File: src/rtl/adc_spi_ctrl.sv
// adc_spi_ctrl: periodic 16-bit SPI frame sequencer for a serial ADC.
//
// A free-running timer issues a trigger every PERIOD clocks while enable is
// high. Each accepted trigger runs one frame: CS setup, 16 SCLK cycles
// (falling edge first, the receiver samples SDATA on SCLK falling edges),
// CS hold, then a quiet gap with CS high. A trigger that arrives while a
// frame is in progress does not start a frame; it sets the sticky overrun
// flag instead.
//
// Parameters:
//   DIV_HALF  system clocks per SCLK half-period (1..255)
//   PERIOD    system clocks between triggers (2..65535)
//   QUIET     clocks CS stays high after a frame (1..255)
// Ports:
//   clk        in   system clock, rising edge
//   reset      in   asynchronous, active-high reset
//   enable     in   continuous sampling enable (level)
//   clear_ovr  in   one-clock pulse clearing overrun
//   CS         out  ADC chip select, active-low, registered
//   SCLK       out  ADC serial clock, idle high, registered
//   busy       out  high whenever the sequencer is not idle
//   frame_done out  one-clock pulse on the first clock after CS returns high
//   overrun    out  sticky: trigger seen while busy
//   sample_cnt out  completed-frame count, wraps at 65535
module adc_spi_ctrl #(
    parameter int DIV_HALF = 2,
    parameter int PERIOD   = 2000,
    parameter int QUIET    = 4
) (
    input  logic        clk,
    input  logic        reset,
    input  logic        enable,
    input  logic        clear_ovr,
    output logic        CS,
    output logic        SCLK,
    output logic        busy,
    output logic        frame_done,
    output logic        overrun,
    output logic [15:0] sample_cnt
);

    typedef enum logic [2:0] {
        IDLE  = 3'd0,
        SETUP = 3'd1,
        SHIFT = 3'd2,
        HOLD  = 3'd3,
        GAP   = 3'd4
    } state_t;

    localparam logic [7:0]  DIV_LAST    = 8'(DIV_HALF - 1);
    localparam logic [7:0]  QUIET_LAST  = 8'(QUIET - 1);
    localparam logic [15:0] PERIOD_LAST = 16'(PERIOD - 1);

    state_t      state;
    logic [15:0] timer;
    logic [7:0]  div_cnt;   // clocks spent in the current phase / half-period
    logic [4:0]  half_cnt;  // SCLK half-period index within SHIFT, 0..31
    logic        trigger;

    assign trigger = enable && (timer == 16'd0);
    assign busy    = (state != IDLE);

    // Trigger timer: counts 0..PERIOD-1 while enabled, parked at 0 otherwise.
    always_ff @(posedge clk or posedge reset) begin
        if (reset) begin
            timer <= 16'd0;
        end else if (!enable) begin
            timer <= 16'd0;
        end else if (timer == PERIOD_LAST) begin
            timer <= 16'd0;
        end else begin
            timer <= timer + 16'd1;
        end
    end

    // Sticky overrun; a new event in the same clock wins over clear_ovr.
    always_ff @(posedge clk or posedge reset) begin
        if (reset) begin
            overrun <= 1'b0;
        end else if (trigger && busy) begin
            overrun <= 1'b1;
        end else if (clear_ovr) begin
            overrun <= 1'b0;
        end else begin
            overrun <= overrun;
        end
    end

    // Frame sequencer with registered CS/SCLK/frame_done/sample_cnt.
    always_ff @(posedge clk or posedge reset) begin
        if (reset) begin
            state      <= IDLE;
            CS         <= 1'b1;
            SCLK       <= 1'b1;
            div_cnt    <= 8'd0;
            half_cnt   <= 5'd0;
            frame_done <= 1'b0;
            sample_cnt <= 16'd0;
        end else begin
            frame_done <= 1'b0;
            case (state)
                IDLE: begin
                    CS       <= 1'b1;
                    SCLK     <= 1'b1;
                    div_cnt  <= 8'd0;
                    half_cnt <= 5'd0;
                    if (trigger) begin
                        state <= SETUP;
                        CS    <= 1'b0;
                    end else begin
                        state <= IDLE;
                    end
                end
                SETUP: begin
                    if (div_cnt == DIV_LAST) begin
                        // First falling edge marks entry into SHIFT.
                        state    <= SHIFT;
                        SCLK     <= 1'b0;
                        div_cnt  <= 8'd0;
                        half_cnt <= 5'd0;
                    end else begin
                        div_cnt <= div_cnt + 8'd1;
                    end
                end
                SHIFT: begin
                    if (div_cnt == DIV_LAST) begin
                        div_cnt <= 8'd0;
                        if (half_cnt == 5'd31) begin
                            // Last half-period (high after 16th rise) done.
                            state <= HOLD;
                            SCLK  <= 1'b1;
                        end else begin
                            SCLK     <= ~SCLK;
                            half_cnt <= half_cnt + 5'd1;
                        end
                    end else begin
                        div_cnt <= div_cnt + 8'd1;
                    end
                end
                HOLD: begin
                    SCLK <= 1'b1;
                    if (div_cnt == DIV_LAST) begin
                        state      <= GAP;
                        CS         <= 1'b1;
                        div_cnt    <= 8'd0;
                        frame_done <= 1'b1;
                        sample_cnt <= sample_cnt + 16'd1;
                    end else begin
                        div_cnt <= div_cnt + 8'd1;
                    end
                end
                GAP: begin
                    CS   <= 1'b1;
                    SCLK <= 1'b1;
                    if (div_cnt == QUIET_LAST) begin
                        state   <= IDLE;
                        div_cnt <= 8'd0;
                    end else begin
                        div_cnt <= div_cnt + 8'd1;
                    end
                end
                default: begin
                    state    <= IDLE;
                    CS       <= 1'b1;
                    SCLK     <= 1'b1;
                    div_cnt  <= 8'd0;
                    half_cnt <= 5'd0;
                end
            endcase
        end
    end

endmodule

File: config.mk
export PLATFORM = sky130hd
export DESIGN_NAME = adc_spi_ctrl
export DESIGN_NICKNAME = d
export VERILOG_FILES = /design/src/rtl/adc_spi_ctrl.sv
export SDC_FILE = /design/constraint.sdc
export NUM_CORES = 1
export LEC_CHECK = 0
export CAP_MARGIN = 0
export CORE_ASPECT_RATIO = 0.9
export CORE_MARGIN = 5
export CORE_UTILIZATION = 44
export DETAILED_ROUTE_END_ITERATION = 6
export PLACE_DENSITY = 0.68
export SLEW_MARGIN = 0
export SYNTH_ARGS = -nofsm -noshare
export SYNTH_HDL_FRONTEND = slang
export SYNTH_SLANG_ARGS = --single-unit
File: constraint.sdc
create_clock -name clk -period 4.11 [get_ports clk]
set_clock_uncertainty 0.2 [all_clocks]
set_input_delay 1.0275 -clock clk [delete_from_list [all_inputs] [get_ports clk]]
set_output_delay 1.0275 -clock clk [all_outputs]
set_load 0.02 [all_outputs]
# Word level (Yosys, flattened, before mapping)
# Cells that the tools add are included.
# totals
wordCells	71
register_bits	52
output_inout_bits	21
# classes
mux	27
n_bitwise	3
n_reduce_logical	14
n_eq_ne	14
add_sub_neg	4
# ops
cell	count
$add A16 B1 Y16 const B	2
$mux W16	2
$eq A16 B11 Y1 const B	1
$logic_not A16 Y1	1
$mux W8	2
$pmux W8 S2	1
$mux W3	5
$mux W5	3
$pmux W3 S5	1
$pmux W5 S3	1
$ne A2 B2 Y1 const B	6
$mux W1	10
$add A8 B1 Y8 const B	1
$eq A8 B1 Y1 const B	1
$eq A8 B2 Y1 const B	1
$eq A3 B2 Y1 const B	2
$reduce_and A2 Y1	3
$add A5 B1 Y5 const B	1
$eq A5 B5 Y1 const B	1
$reduce_and A5 Y1	1
$reduce_and A4 Y1	1
$reduce_or A2 Y1	2
$eq A3 B1 Y1 const B	1
$eq A3 B3 Y1 const B	1
other kinds (8)	11

# Logic depth before layout (Yosys ltp)
# depth
ltp_word	4
ltp_mapped	7
depth_no_buf	7

# Least setup slack after synthesis
# No wires, ideal clock.
# synth_path
kind	flip-flop to output port
start	register state[2]
end	output busy
n_path_buf	1
stages_incl_launch_ff	3
arrival_time_ps	1045
required_ps	2883
slack_ps	1838
cell_sequence	dfrtp_1 > clkbuf_1 > or3_1
# synth_via
elab_chain_len	1
# synth_lines
element	line_no	text
from (decl)	54	state_t state;
from (signal assigned)	92	state <= IDLE;
from (signal assigned)	108	state <= SETUP;
from (signal assigned)	111	state <= IDLE;
$reduce_bool A3 Y1	61	assign busy = (state != IDLE);
to (decl)	36	output logic busy,
# No other way between the ends.

# Final worst setup path
# Ends and elaborated chain as after synthesis.

==> metrics.md <==
| Metric | Value |
|---|---|
| Status | finished clean |
| Die width | 91.1 um |
| Port bufs | 24 |
| Crit-path slowest cell | clkdlybuf4s50_1 |
| Yosys cell types | 40 |
| Initial core utilization | 45.5% |
| Mapped Nets | 268 |
| Area of the multi-input gates | 1230 sq um |
| Core area | 5730 sq um |
| P&R area growth vs syn | 15.5% |
| Adder-cell share of the synthesized area | 3.36% |
| Diode count | 0 |
| Worst hold slack | 0.271 ns |
| First-pass GRT wire length | 8740 um |
| Final hold vios | 0 |
| Detailed Place HPWL | 3550 um |
| Row count | 26 |
| Clock sinks | 52 |
| Fraction of layout cells with a size suffix above 1 | 8.10% |
| Initial antenna violation count | 0 |
| DRT iter0 DRCs | 74 |
| Post-Syn Instances | 257 |
| PD cells | 476 nW/um^2 |
| Post-layout min period | 3.06 ns |
| Commonest non-fill, non-tap cell in the layout | dfrtp_1 |
| Critical path fanouts, max | 13 |
| XOR/XNOR Fraction of Synth Area | 12.1% |
| Top Layer Used | met4 |
| Drt first pass iters | 4 |
| Fin cells | 354 |
| Final period util | 74.4% |
| Routed wl met2 | 2350 um |
| Vias in the first global route | 1827 |
| Pins over their slew limit | 0 |
| Hold crit path type | reg -> reg |
| Max clock buf depth | 2 |
| Mapped cell area | 2600 sq um |
| RSZ-0062 raised after global routing | false |
| Vias per cell | 5.44 |
| Total number of vias | 1924 |
| Final worst setup slack | 1.05 ns |
| Worst Setup Start Kind | flip-flop |
| Sequential-to-total area share from yosys stat | 50.0% |
| YS warnings | 0 |
| Fillers | 509 |
| Critical path's top delay family | buffers and inverters |
| # Post-CTS Setup Buffers | 0 |
| Async SR Flop Fraction | 100% |
| Final #Nets | 294 |
| CP peak stage delay | 0.56 ns |
| CTS tree | done |
| Post-CTS resize count | 0 |
| Buf/Inv on CP | 1 |
| WL final | 4990 um |
| Largest net degree at the start of global routing | 53 |
| Max-cap violations | 0 |
| Main synth FF type | dfrtp_1 |
| Max Clk Rate | 0.327 GHz |
| Worst-path cell chain | or3_1, clkdlybuf4s50_1 |
| Later-pin clock latency in the skew report | 0.31 ns |
| Worst EP required | 2.88 ns |
| Worst Tran Pin Value | 1.07 ns |
| Number of flops mapped to enable cells by yosys | 0 |
| I/O pins | 25 |
| Largest family of logic cells by synthesized area | simple AND/OR/NAND/NOR gates |
| Post-route DRC | 0 |
| Seq cells post-synth | 52 |
| Most frequent cells in the layout | dfrtp_1 (50), nor2_1 (33), xnor2_1 (27) |
| Met1 wire length | 2400 um |
| Worst-path clk slew | 0.10 ns |
| Final core occ | 52.6% |
| # placed instances | 346 |
| Total congestion overflow | 0 |
| Critical Path End Type | primary output |
| Clock root cell | clkbuf_8 |
| Simple-gate share of the synthesized area | 24.4% |
| Type of the worst setup path | reg -> out |
| Post-synthesis mux area share | 0.432% |
| Setup TNS | 0 ns |
| Synth Area in Compound Gates | 7.01% |
| Die height | 83.0 um |
| Setup Viol. Count Final | 0 |
| Dpl ws | 1.39 ns |
| Avg Inst Size Synth | 10.1 sq um |
| Num CTS Buffers | 5 |
| H-tree depth | 2 |
| Data arrival time of the worst path | 1.83 ns |
| CTS hold repair buffers | 0 |
| GRT Util Overall | 13.9% |
| Routed len/inst | 14.1 um |
| FF/Latch Area | 1300 sq um |
| Peak supply drop | 0.254 mV |
| Gpl congestion | 0.764 |
| Die footprint | 7560 sq um |
| Max-slew headroom | 28.4% |
| P_leak | 1.25 nW |
| Met3 WL post-DR | 190 um |
| Antenna-violating nets left | 0 |
cell usage after synthesis (2+ instances only):
cell	count	area share [%]
o21ai_0	7	1.3
and3_1	5	1.2
or4_4	2	0.86
dfrtp_1	50	48
nor2b_1	3	0.72
nor4_1	5	1.2
inv_1	13	1.9
clkbuf_1	5	0.72
nand3_1	18	3.5
xor2_1	9	3.0
o31ai_1	5	1.4
nand2_1	10	1.4
dfstp_2	2	2.0
nor2_1	33	4.8
ha_1	7	3.4
a21oi_1	2	0.38
nor3_1	10	1.9
nand4_1	13	3.1
a31oi_1	2	0.48
or3b_2	3	1.0
or2_2	3	0.72
o21ai_1	2	0.38
nor4_2	2	0.96
and4_1	4	1.3
xnor2_1	27	9.1
layout make-up:
class                      count  area share (%)
timing repair buffer          24            7.98
inverter                      13            1.62
sequential                    52            43.3
tap                           70            2.91
clock inverter                 1           0.291
multi-input combinational    187            41.0
clock buffer                   7            2.87
cells by family (layout without fill, tap and decap cells):
family,count (synthesis),after routing
DFF,52,52
AOI/OAI and AO/OA,26,26
muxes,1,1
buffers and inverters,18,45
and+or+nand+nor,117,117
adders and majority gates,7,7
xor gates and xnor gates,36,36
final timing paths:
path / depth (start not counted) / slack, ns / end / startpoint
worst max-delay path: 2 / 1.05 / busy / state[2]$_DFFE_PP0P_
worst min-delay path: 1 / 0.27 / sample_cnt[15]$_DFFE_PP0P_ / sample_cnt[15]$_DFFE_PP0P_
worst max register to register: 4 / 1.77 / div_cnt[3]$_DFF_PP0_ / div_cnt[3]$_DFF_PP0_
worst min register to register: 1 / 0.27 / sample_cnt[15]$_DFFE_PP0P_ / sample_cnt[15]$_DFFE_PP0P_
max in group asynchronous: 2 / 1.94 / div_cnt[3]$_DFF_PP0_ / reset
min in group asynchronous: 2 / 1.10 / half_cnt[1]$_DFFE_PP0P_ / reset
registers in the layout, indices dropped and copies added (netlist names):
register and count:
timer 16, overrun 1, frame_done 1, SCLK 1, state 3, CS 1
sample_cnt 16, half_cnt 5, div_cnt 8
metrics by stage:
stage / power [W] / instance area [sq um]
after floorplan: 0.000983 / 2610
final: 0.00143 / 3010
after CTS: 0.00145 / 3010
after detailed placement: 0.00114 / 2910
after global placement: 0.00113 / 2910
after global routing: 0.00153 / 3010
power breakdown:
| part | internal, W | leakage [nW] | switching [W] |
|---|---|---|---|
| clock | 0.000138 | 0.0484 | 0.000172 |
| sequential | 0.000580 | 0.705 | 0.000102 |
| combinational | 0.000192 | 0.500 | 0.000250 |
| total | 0.000910 | 1.25 | 0.000523 |
per-layer routing:
layer,vias to the layer above,global-route usage (%)
li1,962,-
met1,930,18.9
met2,28,21.6
met3,4,3.80
met4,0,4.53
met5,-,0
Note: power is estimated with default switching activity, not from simulation.
==> patch 1, RTL diff (same settings) <==
Register the inputs `enable` and `clear_ovr` before use, without a reset. The logic sees them one clock later.
--- a/src/rtl/adc_spi_ctrl.sv
+++ b/src/rtl/adc_spi_ctrl.sv
@@ -52,4 +52,12 @@
     localparam logic [15:0] PERIOD_LAST = 16'(PERIOD - 1);
 
+    logic enable_q;
+    logic clear_ovr_q;
+
+    always_ff @(posedge clk) begin
+        enable_q    <= enable;
+        clear_ovr_q <= clear_ovr;
+    end
+
     state_t      state;
     logic [15:0] timer;
@@ -58,5 +66,5 @@
     logic        trigger;
 
-    assign trigger = enable && (timer == 16'd0);
+    assign trigger = enable_q && (timer == 16'd0);
     assign busy    = (state != IDLE);
 
@@ -65,5 +73,5 @@
         if (reset) begin
             timer <= 16'd0;
-        end else if (!enable) begin
+        end else if (!enable_q) begin
             timer <= 16'd0;
         end else if (timer == PERIOD_LAST) begin
@@ -80,5 +88,5 @@
         end else if (trigger && busy) begin
             overrun <= 1'b1;
-        end else if (clear_ovr) begin
+        end else if (clear_ovr_q) begin
             overrun <= 1'b0;
         end else begin
Function: changed (Yosys sat finds a counterexample within 4 cycles, from zero or initial values and one cycle with reset high).
==> patch 1 against the unedited design <==
- worst setup slack lost 0.046 ns
- wire length shrank 1.2%
- count of clock-buffer cells in the layout shrank 2
- core utilization grew 0.35 points
- combinational power shrank 4%
- sequential cell count grew 2
- synthesized cell count is the same
- register-to-register slack gained 0.05 ns
- power grew 0.82%
- design area grew 1.2%
- synthesized area grew 1.8%
- first-iteration DRC count grew 68%
- maximum frequency shrank 1.5%
- largest power group unchanged
==> patch 1: results (changes against the unedited design) <==
grt_use_total_pct: 13.68  # -0.24 points
p_leak_nw: 1.311  # +4.7%
tightest_slew_ns: 1.046  # -0.02713 ns
synth.distinct_cells: 48  # +20%
drive_gt1_share_pct: 7.042  # -1.1 points
dp_hpwl_mm: 3.403  # -4.3%
antenna_found_initial: 0  # unchanged
root_buffer: "clkbuf_8"
synth_common_cells: "dfrtp_1 (50), nor2_1 (29), xnor2_1 (26), nand2_1 (22), nand3_1 (17)"
grt_pass1_vias: 1843  # +0.88%
cp_max_fo: 14  # +1
synth_compound_area_share_pct: 6.277  # -0.74 points
synth_fa_ha_area_share_pct: 3.303  # -0.059 points
synth_xor_area_share_pct: 11.56  # -0.54 points
drt_iter0_markers: 124  # +68%
place_area_mm2: 0.002949  # +1.2%
post_cts_resized: 0  # unchanged
routed_wl_mm: 4.933  # -1.2%
outcome: "finished clean"
muxShareOfSynthArea_pct: 0.3775  # -0.055 points
grt_pass1_wl_mm: 8.604  # -1.6%
cp.arrival_ns: 1.88  # +0.05 ns
vias_per_cell: 5.480  # +0.83%
place_ws_ns: 1.348  # -0.04230 ns
synth_area_leaders: "dfrtp_1 (47%), xnor2_1 (8.6%), nor2_1 (4.1%)"
ir_drop_v: 0.0001830  # -28%
==> patch 1: cell types whose count changed after synthesis, sizes merged, moves of 3 or more <==
cell | before | now
inv | 13 | 10
nand2 | 10 | 22
nor2 | 34 | 29
o21ai | 9 | 5
o31ai | 5 | 2
or3b | 3 | 0
==> patch 1: power breakdown <==
group	total [mW]	internal [mW]	switching (mW)	leakage (nW)
clock	0.320	0.128	0.192	0.0506
sequential	0.699	0.598	0.101	0.722
combinational	0.426	0.192	0.234	0.538
total	1.44	0.918	0.527	1.31
==> patch 1: path summary, 6_finish.rpt <==
path                       cells past startpoint  slack, ns              to           start
setup / recovery                               2       1.01            busy        state[2]
hold / removal                                 1       0.27  sample_cnt[15]  sample_cnt[15]
setup reg to reg                               5       1.82        timer[9]        timer[0]
hold reg to reg                                1       0.27  sample_cnt[15]  sample_cnt[15]
max in group asynchronous                      2       1.99       timer[15]           reset
min in group asynchronous                      2       1.07       timer[12]           reset
==> patch 1: final cells by class <==
cell class / instances / area (um^2)
clock buffers: 5 / 68.82
clock inverters: 3 / 28.78
repair buffers: 24 / 240.2
flip-flops and latches: 54 / 1344
fillers: 528 / 2711
inverters: 10 / 37.54
multi-input cells: 188 / 1240
well taps: 70 / 87.58
==> patch 1: routing by layer <==
metal | wire length, um | part of all wire [%] | track usage, %
met2 | 2384 | 48 | 21.37
met1 | 2307 | 47 | 18.46
met5 | 0 | 0 | 0
met3 | 178 | 3.6 | 3.968
met4 | 62 | 1.3 | 4.049
==> patch 2, RTL diff (config.mk and constraints unchanged) <==
Made on the original files. Change the parameter `PERIOD` from 2000 to 1000.
--- a/src/rtl/adc_spi_ctrl.sv
+++ b/src/rtl/adc_spi_ctrl.sv
@@ -25,5 +25,5 @@
 module adc_spi_ctrl #(
     parameter int DIV_HALF = 2,
-    parameter int PERIOD   = 2000,
+    parameter int PERIOD   = 1000,
     parameter int QUIET    = 4
 ) (
Behaviour: no difference found for any inputs over 10 cycles, from zero or initial values and one cycle with reset high; that may be too few to reach the edited logic, so the function may still have changed.
==> patch 2 against the unedited design <==
- power shrank 1.5%
- via count shrank 2.9%
- synthesized area grew 2.0%
- worst setup slack lost 0.025 ns
- design area grew 1.4%
- final cell count shrank 0.85%
- wire length shrank 2.6%
- core utilization grew 0.42 points
- synthesized cell count shrank 1.2%
- sequential cell count is the same
==> patch 2: results (changes against the unedited design) <==
ir_drop_v: 0.0001609  # -37%
p_leak_nw: 1.371  # +9.4%
synth_common_cells: "dfrtp_1 (50), nor2_1 (31), xor2_1 (24), nand3_1 (17), inv_1 (16)"
power_frac_seq_pct: 47.7  # +0.2 points
grt_max_degree: 30  # -43%
layout.cells.non_filler: 351  # -0.85%
vias_per_cell: 5.322  # -2.1%
switching_share_pct: 35.53  # -0.99 points
h-tree-depth: 2  # unchanged
synth.distinct_cells: 43  # +7.5%
place.gp.congestion: 0.8039  # +5.3%
outcome: "finished clean"
synth_area_leaders: "dfrtp_1 (47%), xor2_1 (7.9%), nor2_1 (4.4%)"
p_seq_uw: 673  # -1%
nets: 291  # -1.0%
fillers: 525  # +3.1%
grt_pass1_wl_mm: 8.673  # -0.79%
reg2reg_depth: 7  # +3
drive_gt1_share_pct: 7.829  # -0.27 points
hold_slack_ns: 0.2703  # -0.001153 ns
muxShareOfSynthArea_pct: 1.931  # +1.5 points
placedCellCount: 343  # -0.87%
grt_use_total_pct: 13.54  # -0.38 points
drt_iter0_markers: 52  # -30%
synth_top_family_by_area: "simple AND/OR/NAND/NOR gates"
place_ws_ns: 1.147  # -0.2433 ns
timing.rr.start: "half_cnt[0]"
timing.rr.end: "half_cnt[1]"
seq_area_frac_synth_pct: 49.08  # -0.97 points
cp.arrival_ns: 1.86  # +0.03 ns
synth_fa_ha_area_share_pct: 3.297  # -0.065 points
final_util_pct: 52.98  # +0.42 points
synthCells: 254  # -1.2%
wl_per_cell_um: 13.85  # -1.8%
worstSkewPairLatency_ns: 0.31  # about the same
synth_compound_area_share_pct: 5.417  # -1.6 points
-- patch 2: changes by cell type after synthesis, sizes merged, moves of 4 or more --
cell and change:
and2 +5, mux2i +4, nand2 +4, nor3 -6, o21ai -4, o31ai -5, xnor2 -16, xor2 +15
-- patch 2: final cells by class --
cell class	instances	share of cell area, %
multi-input combinational	180	41.35
clock buffer	8	2.953
timing repair buffer	25	8.121
sequential	52	42.74
tap	70	2.871
inverter	16	1.969
-- patch 2: layer usage --
layer / wire length (um) / GRT usage [%] / vias up
met3: 204 / 3.246 / 7
met4: 59 / 3.644 / 0
met5: 0 / 0 / -
li1: - / - / 939
met1: 2301 / 17.71 / 895
met2: 2295 / 22.41 / 27
-- patch 2: worst reg2reg max path: stages, from the launching register on --
cell,delay (ns)
dfrtp_1,0.44
ha_1,0.23
and3_1,0.19
ha_1,0.22
o21ai_0,0.24
nor3_1,0.11
a211oi_2,0.41
mux2i_1,0.24
